--- config.mk ---
export PLATFORM = sky130hd
export DESIGN_NAME = ysyx_23060072_mem_arbiter
export DESIGN_NICKNAME = d
export VERILOG_FILES = /design/src/rtl/ysyx_23060072_mem_arbiter.sv
export SDC_FILE = /design/constraint.sdc
export NUM_CORES = 1
export LEC_CHECK = 0
export BUFFER_PORTS_ARGS = -buffer_cell sky130_fd_sc_hd__buf_2
export CORE_ASPECT_RATIO = 0.9
export CORE_UTILIZATION = 48
export DETAILED_ROUTE_END_ITERATION = 7
export PLACE_DENSITY_LB_ADDON = 0.15
export SYNTH_ARGS = -nofsm -noshare
export SYNTH_HDL_FRONTEND = slang
export SYNTH_SLANG_ARGS = --single-unit
--- constraint.sdc ---
create_clock -name clk -period 4.5 [get_ports clk]
set_clock_uncertainty 0.2 [all_clocks]
set_input_delay 0.45 -clock clk [delete_from_list [all_inputs] [get_ports clk]]
set_output_delay 0.45 -clock clk [all_outputs]
set_load 0.01 [all_outputs]
--- src/rtl/ysyx_23060072_mem_arbiter.sv ---
// ysyx_23060072_mem_arbiter: arbitrates IF reads and LSU loads/stores onto one memory port (ports: if_req/if_rsp fetch side, lsu_req/lsu_rsp load-store side, mem_req/mem_rsp downstream, busy)
module ysyx_23060072_mem_arbiter #(
  parameter int STARVE_LIMIT = 3
) (
  input  logic        clk,
  input  logic        rst,
  input  logic        if_req_valid,
  input  logic [31:0] if_req_addr,
  output logic        if_req_ready,
  input  logic        if_flush,
  output logic        if_rsp_valid,
  output logic [31:0] if_rsp_rdata,
  input  logic        lsu_req_valid,
  input  logic [31:0] lsu_req_addr,
  input  logic        lsu_req_wen,
  input  logic [31:0] lsu_req_wdata,
  input  logic [3:0]  lsu_req_wstrb,
  output logic        lsu_req_ready,
  output logic        lsu_rsp_valid,
  output logic [31:0] lsu_rsp_rdata,
  output logic        mem_req_valid,
  input  logic        mem_req_ready,
  output logic [31:0] mem_req_addr,
  output logic        mem_req_wen,
  output logic [31:0] mem_req_wdata,
  output logic [3:0]  mem_req_wstrb,
  input  logic        mem_rsp_valid,
  input  logic [31:0] mem_rsp_rdata,
  output logic        busy
);
  localparam int SW = $clog2(STARVE_LIMIT + 1) < 2 ? 2 : $clog2(STARVE_LIMIT + 1);
  typedef enum logic [1:0] {IDLE, REQ, RSP} state_t;
  state_t state;
  logic [SW-1:0] lsu_streak;
  logic owner_if, drop_flag, if_elig, lsu_win, if_win, drop_now;
  always_comb begin
    if_elig = if_req_valid && !if_flush;
    lsu_win = !rst && state == IDLE && lsu_req_valid && !(if_elig && lsu_streak == SW'(STARVE_LIMIT));
    if_win = !rst && state == IDLE && if_elig && !lsu_win;
    drop_now = drop_flag || if_flush;
  end
  assign if_req_ready = if_win;
  assign lsu_req_ready = lsu_win;
  assign busy = state != IDLE;
  always_ff @(posedge clk) begin
    if (rst) begin
      state <= IDLE;
      lsu_streak <= '0;
      owner_if <= 1'b0;
      drop_flag <= 1'b0;
      mem_req_valid <= 1'b0;
      mem_req_addr <= '0;
      mem_req_wen <= 1'b0;
      mem_req_wdata <= '0;
      mem_req_wstrb <= '0;
      if_rsp_valid <= 1'b0;
      if_rsp_rdata <= '0;
      lsu_rsp_valid <= 1'b0;
      lsu_rsp_rdata <= '0;
    end else begin
      if_rsp_valid <= 1'b0;
      lsu_rsp_valid <= 1'b0;
      lsu_streak <= (!if_req_valid || if_win) ? '0 :
                    (lsu_win && lsu_streak != SW'(STARVE_LIMIT)) ? lsu_streak + 1'b1 : lsu_streak;
      if (state != IDLE && owner_if && if_flush) drop_flag <= 1'b1;
      case (state)
        IDLE: if (if_win || lsu_win) begin
          state <= REQ;
          owner_if <= if_win;
          mem_req_valid <= 1'b1;
          mem_req_addr <= if_win ? if_req_addr : lsu_req_addr;
          mem_req_wen <= !if_win && lsu_req_wen;
          mem_req_wdata <= if_win ? '0 : lsu_req_wdata;
          mem_req_wstrb <= if_win ? '0 : lsu_req_wstrb;
        end
        REQ: if (mem_req_ready) begin
          state <= RSP;
          mem_req_valid <= 1'b0;
        end
        RSP: if (mem_rsp_valid) begin
          state <= IDLE;
          drop_flag <= 1'b0;
          if (owner_if && !drop_now) begin
            if_rsp_valid <= 1'b1;
            if_rsp_rdata <= mem_rsp_rdata;
          end
          if (!owner_if) begin
            lsu_rsp_valid <= 1'b1;
            lsu_rsp_rdata <= mem_rsp_rdata;
          end
        end
        default: state <= IDLE;
      endcase
    end
  end
endmodule

### After elaboration in Yosys (flattened, before gate mapping)

Cells that the tools add are included.

* bits of input ports: 140
* register bits: 142
* word-level logic and storage cells: 71

* $add $sub $neg: 1
* equal/unequal tests: 7
* reductions and logical operators: 32
* muxes and demuxes: 15
* bitwise logic cells: 3

Operators by type and width (number)
* 2-to-1 mux 32 bit: 2
* logical AND 1 bit: 12
* AND reduction 3 bit: 4
* zero test 1 bit: 7
* 2-to-1 mux 1 bit: 7
* 2-to-1 mux 2 bit: 3
* != test 2 bit (second input constant): 3
* case mux 2 bit (3 select lines): 1
* == test 2 bit (second input constant): 2
* 2-to-1 mux 4 bit: 1
* nonzero test 2 bit: 2
* logical OR 1 bit: 3
* NOT 1 bit: 3
* OR reduction 3 bit: 1
* adder 2 x 1 -> 2 bit (second input constant): 1
* == test 2 x 1 -> 1 bit (second input constant): 1
* zero test 2 bit: 1
* != test 2 x 1 -> 1 bit (second input constant): 1
* case mux 1 bit (2 select lines): 1
* AND reduction 2 bit: 1
* OR reduction 2 bit: 1

### Depth between registers and ports, before layout

* word-level depth: 10
* depth in mapped cells: 8

### Least setup slack after synthesis

Ideal clock, no wire load.

* kind: input to output
* start point: input rst
* end point: output lsu_req_ready
* required time: 3.850 ns
* path slack: 2.550 ns
* stages: 5
* data arrival time: 1.300 ns
* cells stage by stage: clkbuf_1 > nor3_2 > nand3_1 > clkbuf_1 > inv_1

* cells in the longest elaborated chain, start to end: 4

RTL lines
* start, declared: line 6 `input logic rst,`
* zero test 1 bit: line 38 `lsu_win = !rst && state == IDLE && lsu_req_valid && !(if_elig && lsu_streak == SW'(STARVE_LIMIT));`
* logical AND 1 bit (3 in a row): line 38
* end, declared: line 18 `output logic lsu_req_ready,`

No other way between the ends.

### Worst setup path in the final report

Ends and elaborated chain as after synthesis.

==> summary.md <==
| Metric | Value |
|---|---|
| Post-synthesis async set-or-reset flop share | 0% |
| CTS Buf Count | 17 |
| Post-CTS Setup Bufs | 0 |
| Commonest non-fill, non-tap cell in the layout | buf_2 |
| Top-area cell type share of the netlist area | 54.4% |
| Final GP Congestion | between 0.8 and 0.9 |
| Final ANT Viol Nets | 0 |
| Via-to-Cell Ratio | slightly above 5 |
| Slew margin rel. | 20.2% |
| Post-route DRC | 18 |
| CP Class | input port to output pin |
| IO Pins | around 280 |
| DP HPWL | 10400 um |
| Syn Area/Cell | 8.30 um^2 |
| Max-cap violations | 0 |
| Synth unique cells | 31 |
| Yosys reg bits | 142 |
| N_diodes | 0 |
| First-pass GRT wire length | 23300 um |
| Critical-path maximum fanout | 105 |
| CTS tree | yes |
| Drt pass-1 iters | 7 |
| Initial antenna violation count | 0 |
| Aggregate routed wire length | 15100 um |
| Crit. End Element | output pin |
| Worst path top cell family by delay | buffers and inverters |
| Worst EP required | 3.85 ns |
| Die Footprint | 0.0113 mm^2 |
| Max-slew violations | 0 |
| Synth warnings | 0 |
| Row Count | 35 |
| NumNets Final | a little over 1000 |
| Vias in the first global route | 4902 |
| Sequential share of the synthesized area | 54.4% |
| Cell taking the most area after synthesis | dfxtp_1 |
| Die Wd | ~110 um |
| Skew-Pair Late Insertion Delay | 0.41 ns |
| Worst hold path type | input port to flop |
| Final Util | 69.2% |
| Vias after detailed routing | 5280 |
| Clk pin slew, worst setup/hold paths | 0.06 ns |
| Tcrit/Tclk final | about three fifths |
| Sink Count | around 140 |
| Total power draw | 0.00302 W |
| Drt initial violations | 419 |
| Final cell count without fillers | 1026 |
| Largest net degree at the start of global routing | 106 |
| Setup Viol. Count Final | 0 |
| Post-Route Setup TNS | 0 ns |
| Mapped Nets | 771 |
| CP cell instances | buf_4, nor3_2, nand3_1, buf_4, inv_1, buf_2 |
| Crit start category | input port |
| Worst VDD drop | 0.265 mV |
| Drt wl/cell | 14.7 um |
| RSZ-0062 raised after global routing | false |
| Period minus WS final | 2.77 ns |
| Fmax | between 300 and 400 MHz |
| Commonest non-fill, non-tap cells in the layout | buf_2, nand2_1, dfxtp_1 |
| Final hold viol count | 0 |
| Worst Path Buf+Inv | 4 |
| Most frequent CP cell | buf_4 |
| Mapped Area | 0.00523 mm^2 |
| Primary FF master, synth | dfxtp_1 |
| H-Tree Depth | 4 |
| IO Port Bufs | 278 |
| Worst Path Arrival | 2.12 ns |
| CTS Buffer Depth | 2 |
| Area Overhead vs Synth | 38.0% |
| Root buffer cell | clkbuf_16 |
| Post-placement cell count | 994 |
| Layout cells sized above 1 | approximately 40% |
| Die height | 101 um |
| Initial Util | 50.2% |
| Post-CTS Hold Fix Bufs | 0 |
| Number of synthesized flops with an enable pin | 0 |
| Ranking of synthesized cells by area | dfxtp_1, nand2_1, a21oi_1 |
| Core area | ~0.010 mm^2 |
| Cells after Synth | 630 |
| All-Layer GR Usage | 26.0% |
| Pin slew with the least headroom to its limit | 1.20 ns |
| Slowest CP cell | buf_4 |
| Post_cts resized | 0 |
| Leakage Power | about 3.5 nW |
| Status | complete, but fails checks |
| Power per cell area | about 420 mW/mm^2 |
| Worst stage delay on the critical path | 0.76 ns |
| Failing checks | design-rule violations |
| Remaining Overflow, GRT | 0 |
[cell usage after synthesis, types with 2 or more instances]
library cell    n
nor2b_1         2
o221a_2        32
buf_2          21
nor3_1          2
nor3b_1         2
a21oi_1       139
nor2_1          4
or2_2           2
buf_4           3
dfxtp_1       142
clkbuf_1       22
nand2_1       207
buf_1           2
inv_1          33
[worst min-delay path: stages]
cell	delay, ns
buf_2	0.10
nand2_1	0.05
a21oi_1	0.05
[final timing paths]
check	start	end	slack, ns	depth (start not counted)
worst max-delay path	rst	lsu_req_ready	1.73	6
worst min-delay path	lsu_req_wdata[16]	mem_req_wdata[16]$_SDFFE_PP0P_	0.08	3
worst max register to register	state[0]$_SDFFE_PP0P_	mem_req_wdata[15]$_SDFFE_PP0P_	2.04	5
worst min register to register	mem_req_wstrb[3]$_SDFFE_PP0P_	mem_req_wstrb[3]$_SDFFE_PP0P_	0.25	2
[power by group]
part	leakage, nW	total, W	switching [W]	internal [W]
sequential	1.15	0.00133	0.0000276	0.00131
clock	0.291	0.00140	0.000515	0.000884
combinational	2.03	0.000288	0.000159	0.000129
[final cells by class]
cell class | count | area (um^2)
multi-input cells | 406 | 2060
clock inverters | 11 | 140
inverters | 33 | 124
well taps | 129 | 161
repair buffers | 284 | 1440
fillers | 876 | 3210
flip-flops and latches | 142 | 2840
clock buffers | 21 | 450
[cells by family (layout without fill, tap and decap cells)]
logic type / count (synthesis) / after routing / synth area share, %
mux: 1 / 1 / 0.191
xor+xnor: 1 / 1 / 0.168
compound gates: 173 / 173 / 20.4
buf+inv: 82 / 349 / 6.75
flops: 142 / 142 / 54.4
simple gates: 230 / 230 / 17.9
fa+ha+maj: 1 / 1 / 0.239
[routing by layer]
layer	up-vias	global-route usage (%)	share of wire (%)
li1	2597	-	-
met1	2444	29.7	40
met2	210	46.0	50
met3	29	8.48	7.8
met4	0	9.13	2.1
met5	-	0	0
[sequential cells by signal, summed over array words and instances (netlist names)]
| register | count |
|---|---|
| drop_flag | 1 |
| if_rsp_rdata | 32 |
| if_rsp_valid | 1 |
| lsu_rsp_rdata | 32 |
| lsu_rsp_valid | 1 |
| lsu_streak | 2 |
| mem_req_addr | 32 |
| mem_req_valid | 1 |
| mem_req_wdata | 32 |
| mem_req_wen | 1 |
| mem_req_wstrb | 4 |
| owner_if | 1 |
| state | 2 |
[metrics by stage]
| step | worst slack (ns) | hold slack, ns | area, um^2 |
|---|---|---|---|
| after CTS | 1.72 | 0.0646 | 7220 |
| after global routing | 1.56 | 0.0605 | 7220 |
| after floorplan | 2.55 | 0.278 | 5230 |
| after detailed placement | 1.54 | 0.243 | 6630 |
| final | 1.73 | 0.0800 | 7220 |
| after global placement | 1.66 | 0.239 | 6630 |
No activity file was read; power rests on OpenSTA's default activity.
